**config.mk**
```make
export PLATFORM = sky130hd
export DESIGN_NAME = shift_serializer
export DESIGN_NICKNAME = d
export VERILOG_FILES = /design/src/rtl/shift_serializer.sv
export SDC_FILE = /design/constraint.sdc
export NUM_CORES = 1
export LEC_CHECK = 0
export ABC_AREA = 1
export CORE_AREA = 2 2 39 41
export DETAILED_ROUTE_END_ITERATION = 8
export DIE_AREA = 0 0 41 43
export SLEW_MARGIN = 20
export SYNTH_ARGS = -nofsm -noshare
export SYNTH_HDL_FRONTEND = slang
export SYNTH_SLANG_ARGS = --single-unit
```
**constraint.sdc**
```tcl
create_clock -name cp -period 2.34 [get_ports cp]
set_input_delay 0.702 -clock cp [delete_from_list [all_inputs] [get_ports cp]]
set_output_delay 0.702 -clock cp [all_outputs]
set_load 0.05 [all_outputs]
```
**src/rtl/shift_serializer.sv**
```systemverilog
// Parallel-in, serial-out transmitter with IDLE/SHIFT/DONE framing.
// A word accepted in IDLE goes out one bit per cp cycle on sout. A single
// DONE cycle follows the last bit, then the block returns to IDLE.
// Every output comes straight from a flop, so no input reaches an output
// combinationally.
module shift_serializer #(
  parameter int WIDTH      = 4,
  parameter bit MSB_FIRST  = 1'b1,
  parameter bit IDLE_LEVEL = 1'b0
) (
  input  logic             cp,
  input  logic             reset,
  input  logic             load,
  input  logic [WIDTH-1:0] din,
  output logic             sout,
  output logic             ready,
  output logic             busy,
  output logic             last,
  output logic             done
);

  localparam int CW = $clog2(WIDTH);
  localparam logic [CW-1:0] CNT_FIRST = CW'(WIDTH - 1);

  typedef enum logic [1:0] {
    S_IDLE  = 2'b00,
    S_SHIFT = 2'b01,
    S_DONE  = 2'b10
  } state_t;

  state_t           state_q, state_d;
  logic [WIDTH-1:0] shreg_q, shreg_d;   // bits not yet sent, next one at the send end
  logic [CW-1:0]    cnt_q, cnt_d;       // bits remaining after the one on sout
  logic             sout_q, sout_d;
  logic             ready_q, ready_d;
  logic             busy_q, busy_d;
  logic             last_q, last_d;
  logic             done_q, done_d;

  // Next-state and next-output decode.
  // The defaults are the IDLE outputs, so DONE and the unused code both fall back to IDLE.
  always_comb begin
    state_d = S_IDLE;
    shreg_d = shreg_q;
    cnt_d   = cnt_q;
    sout_d  = IDLE_LEVEL;
    ready_d = 1'b1;
    busy_d  = 1'b0;
    last_d  = 1'b0;
    done_d  = 1'b0;
    case (state_q)
      S_IDLE: begin
        if (load) begin
          // Put the first bit on sout now and keep the remaining bits queued in shreg.
          state_d = S_SHIFT;
          cnt_d   = CNT_FIRST;
          ready_d = 1'b0;
          busy_d  = 1'b1;
          if (MSB_FIRST) begin
            sout_d  = din[WIDTH-1];
            shreg_d = {din[WIDTH-2:0], 1'b0};
          end else begin
            sout_d  = din[0];
            shreg_d = {1'b0, din[WIDTH-1:1]};
          end
        end
      end
      S_SHIFT: begin
        ready_d = 1'b0;
        if (cnt_q == '0) begin
          state_d = S_DONE;
          done_d  = 1'b1;
        end else begin
          state_d = S_SHIFT;
          busy_d  = 1'b1;
          cnt_d   = cnt_q - 1'b1;
          last_d  = (cnt_q == CW'(1));
          if (MSB_FIRST) begin
            sout_d  = shreg_q[WIDTH-1];
            shreg_d = {shreg_q[WIDTH-2:0], 1'b0};
          end else begin
            sout_d  = shreg_q[0];
            shreg_d = {1'b0, shreg_q[WIDTH-1:1]};
          end
        end
      end
      S_DONE: begin
        state_d = S_IDLE;
      end
      default: begin
        state_d = S_IDLE;
      end
    endcase
  end

  // State and output registers; an async reset drops any partial frame.
  always_ff @(posedge cp or posedge reset) begin
    if (reset) begin
      state_q <= S_IDLE;
      shreg_q <= '0;
      cnt_q   <= '0;
      sout_q  <= IDLE_LEVEL;
      ready_q <= 1'b1;
      busy_q  <= 1'b0;
      last_q  <= 1'b0;
      done_q  <= 1'b0;
    end else begin
      state_q <= state_d;
      shreg_q <= shreg_d;
      cnt_q   <= cnt_d;
      sout_q  <= sout_d;
      ready_q <= ready_d;
      busy_q  <= busy_d;
      last_q  <= last_d;
      done_q  <= done_d;
    end
  end

  assign sout  = sout_q;
  assign ready = ready_q;
  assign busy  = busy_q;
  assign last  = last_q;
  assign done  = done_q;

endmodule

```
==> results of run 1 <==
path summary, 6_finish.rpt:
check	start	to	slack, ns	cells after the start
worst max-delay path	state_q[0]	busy	0.05	1
worst min-delay path	shreg_q[1]	shreg_q[1]	0.48	2
worst max register to register	cnt_q[0]	cnt_q[1]	1.14	6
worst min register to register	shreg_q[1]	shreg_q[1]	0.48	2
max in group asynchronous	reset	ready	1.28	2
min in group asynchronous	reset	state_q[1]	0.72	2
registers in the layout (all words and copies together), names as in the netlist:
| name | count |
|---|---|
| state_q | 2 |
| cnt_q | 2 |
| sout | 1 |
| last | 1 |
| ready | 1 |
| done | 1 |
| shreg_q | 3 |
layout make-up:
cell class	count	share of cell area [%]
flip-flops and latches	11	41.9
well taps	16	3.03
inverters	11	6.25
clock buffers	4	3.98
multi-input cells	41	28.2
repair buffers	11	16.7
cell families (layout without fill, tap and decap cells):
| group | count (synthesis) | after routing | share of synthesized area [%] |
|---|---|---|---|
| adders and majority gates | 3 | 3 | 7.44 |
| buffers and inverters | 11 | 26 | 8.19 |
| DFF | 11 | 11 | 54.8 |
| and+or+nand+nor | 38 | 38 | 29.5 |
cell usage after synthesis, drive strengths merged:
| library cell | count |
|---|---|
| nor2 | 4 |
| inv | 11 |
| nand2 | 29 |
| dfstp | 1 |
| dfrtp | 10 |
| ha | 3 |
| nand3 | 5 |
layer usage:
layer	routed length [um]	vias to the layer above	global-route usage, %
met4	21	0	10.0
met5	0	-	0
met3	51	4	3.14
li1	-	214	-
met2	438	18	20.0
met1	452	185	17.4
stage by stage:
| stage | utilization, % | worst slack [ns] | total power, uW | std cells |
|---|---|---|---|---|
| 2_1_floorplan | - | 0.951 | 701 | 63 |
| 3_3_place_gp | 45.8 | 0.361 | 843 | 90 |
| 3_5_place_dp | 45.8 | 0.333 | 851 | 90 |
| 4_1_cts | 47.7 | 0.0339 | 991 | 94 |
| 5_1_grt | 47.7 | 0.00625 | 1070 | 94 |
| 6_report | 47.7 | 0.0450 | 981 | 94 |
power groups by stage:
| stage | clock network (uW) | logic (uW) | registers [uW] |
|---|---|---|---|
| after global placement | 0 | 506 | 337 |
| final | 134 | 511 | 336 |
| after CTS | 137 | 517 | 336 |
| after detailed placement | 0 | 512 | 339 |
| after floorplan | 0 | 235 | 466 |
| after global routing | 144 | 574 | 348 |
==> metrics.txt, run 1 <==
# TYPE chip_impl_metric gauge
chip_impl_metric{name="number_of_antenna_violations_at_the_first_check_in_global_routing",unit=""} 0
chip_impl_metric{name="layout-drive-gt1-share",unit="%"} 5.13
chip_impl_metric{name="clockPowerShare",unit="%"} 13.6
chip_impl_metric{name="vias",unit=""} 421
chip_impl_metric{name="synth-seq-area-share",unit="%"} 54.8
chip_impl_metric{name="diodes",unit=""} 0
chip_impl_metric{name="synth_nets",unit=""} 73
chip_impl_metric{name="cts_hold_repair.buffers",unit=""} 0
chip_impl_metric{name="path_max_fanout",unit=""} 8
chip_impl_info{name="run_status",value="completed"} 1
chip_impl_metric{name="postCtsSetupBuffers",unit=""} 0
chip_impl_metric{name="n_fill_cell",unit=""} 136
chip_impl_metric{name="ys_types",unit=""} 7
chip_impl_info{name="rsz0062_at_grt",value="false"} 1
chip_impl_metric{name="ctsResizeCount",unit=""} 0
chip_impl_metric{name="post_synth.cell_area_avg",unit="um2"} 8.00
chip_impl_metric{name="finalCritPeriodShare",unit="%"} 98.1
chip_impl_metric{name="layout-area-overhead-vs-synth",unit="%"} 31.0
chip_impl_metric{name="slew_violations",unit=""} 0
chip_impl_metric{name="clk_pin_slew_worst_paths",unit="ns"} 0.08
chip_impl_metric{name="tritoncts.num_buffers",unit=""} 3
chip_impl_metric{name="p_leak",unit="uW"} 0.000372
chip_impl_metric{name="power.internal",unit="uW"} 513
chip_impl_metric{name="timing.slew.headroom",unit="%"} 66.9
chip_impl_metric{name="worst_slew_pin_slew",unit="ns"} 0.495
chip_impl_metric{name="x_dimension_of_the_die",unit="um"} 41
chip_impl_metric{name="ys_ff_latch",unit=""} 11
chip_impl_metric{name="placeableCoreArea",unit="mm2"} 0.00138
chip_impl_metric{name="die-height",unit="um"} 43
chip_impl_metric{name="cts-htree-levels",unit=""} 1
chip_impl_info{name="worst_setup_path_end_kind",value="output port"} 1
chip_impl_metric{name="worst-path-buf-inv",unit=""} 1
chip_impl_metric{name="post-dp-hpwl",unit="um"} 700
chip_impl_metric{name="global_route.usage.total",unit="%"} 13.9
chip_impl_metric{name="total_area_of_multi_input_combinational_cells",unit="um2"} 186
chip_impl_metric{name="grt_pass1_wl",unit="mm"} 1.60
chip_impl_info{name="tritoncts",value="done"} 1
chip_impl_metric{name="fmax",unit="GHz"} 0.436
chip_impl_metric{name="timing.critical_path.arrival",unit="ns"} 1.59
chip_impl_metric{name="final_nets",unit=""} 89
chip_impl_info{name="criticalPathCategory",value="reg -> out"} 1
chip_impl_metric{name="gp_congestion",unit=""} 0.783
chip_impl_info{name="worst_path_max_delay_cell",value="clkdlybuf4s50_1"} 1
chip_impl_info{name="most-common-layout-cells",value="29 x nand2_1, 11 x inv_1, 11 x clkdlybuf4s50_1"} 1
chip_impl_metric{name="fin_skew",unit="ns"} 0.00758
chip_impl_metric{name="sequential_fraction_of_design_power",unit="%"} 34.2
chip_impl_info{name="critical_path.cell_chain",value="clkdlybuf4s50_1"} 1
chip_impl_metric{name="power.share.switching",unit="%"} 47.7
chip_impl_info{name="synthDominantAreaCellType",value="dfrtp_1"} 1
chip_impl_metric{name="report.final.setup_viol",unit=""} 0
chip_impl_metric{name="clk-insertion-delay-late",unit="ns"} 0.27
chip_impl_metric{name="switchingPower",unit="uW"} 468
chip_impl_metric{name="wl",unit="um"} 963
chip_impl_info{name="layout_commonest_cell",value="nand2_1"} 1
chip_impl_metric{name="hold_viol",unit=""} 0
chip_impl_info{name="critical_path.startpoint_type",value="flip-flop"} 1
chip_impl_metric{name="synth_cells",unit=""} 63
chip_impl_info{name="cts_root_buffer",value="clkbuf_4"} 1
chip_impl_metric{name="grt_pass1_vias",unit=""} 380
chip_impl_metric{name="routed_wire_length_per_instance",unit="um"} 10.2
chip_impl_metric{name="dpl_cell_area",unit="um2"} 634
chip_impl_metric{name="cellPowerDensity",unit="mW/mm2"} 1480
chip_impl_metric{name="grt_max_degree",unit=""} 12
chip_impl_metric{name="synth_top_cell_area_share",unit="%"} 49.6
chip_impl_metric{name="tns",unit="ns"} 0
chip_impl_metric{name="combPwrFrac",unit="%"} 52.1
chip_impl_metric{name="finalWorstPathRequiredPeriod",unit="ns"} 2.29
chip_impl_info{name="hold_class",value="reg -> reg"} 1
chip_impl_metric{name="clkSinkCount",unit=""} 11
chip_impl_metric{name="die-area",unit="mm2"} 0.00176
chip_impl_metric{name="vias_per_cell",unit=""} 4.48
chip_impl_metric{name="io_pins",unit=""} 12
chip_impl_metric{name="cp.required",unit="ns"} 1.64
chip_impl_metric{name="detail-route-antenna-nets",unit=""} 0
chip_impl_metric{name="stdcell_area",unit="um2"} 661
chip_impl_metric{name="synth.cell_area",unit="um2"} 504
chip_impl_info{name="crit_family",value="buffers and inverters"} 1
chip_impl_metric{name="max_cap_violations",unit=""} 0
chip_impl_metric{name="regArea",unit="um2"} 277
chip_impl_metric{name="cts.path.max_buffers",unit=""} 2
chip_impl_metric{name="drt_iter0_markers",unit=""} 10
chip_impl_metric{name="synthesis.yosys.warnings",unit=""} 0
chip_impl_metric{name="crit_path_max_incr_delay",unit="ns"} 0.85
chip_impl_metric{name="placement_rows",unit=""} 14
chip_impl_metric{name="hold_slack",unit="ns"} 0.481
chip_impl_metric{name="grt.overflow.total",unit=""} 0
chip_impl_metric{name="peakVddDrop",unit="mV"} 0.556
chip_impl_metric{name="buffer_ports.inserted",unit=""} 11
chip_impl_info{name="post_synth_main_area_contributors",value="dfrtp_1 50%, nand2_1 22%, inv_1 8.2%, ha_1 7.4%, dfstp_2 5.2%"} 1
chip_impl_metric{name="drt_drc_violations_left",unit=""} 0
chip_impl_metric{name="initial_standard_cell_utilization_of_the_core",unit="%"} 36.4
chip_impl_metric{name="first_pass_iters",unit=""} 4
Note: power is estimated with default switching activity, not from simulation.
==> run 2: changes to the inputs <==
- ABC_CLOCK_PERIOD_IN_PS: default -> 2340
==> results of run 2 <==
Same layout as run 1: the final DEF is identical, and so are final timing and power.
==> run 3: changes to the inputs <==
- HOLD_SLACK_MARGIN: default -> 0.06
==> results of run 3 <==
Same layout as run 1: the final DEF is identical, and so are final timing and power.
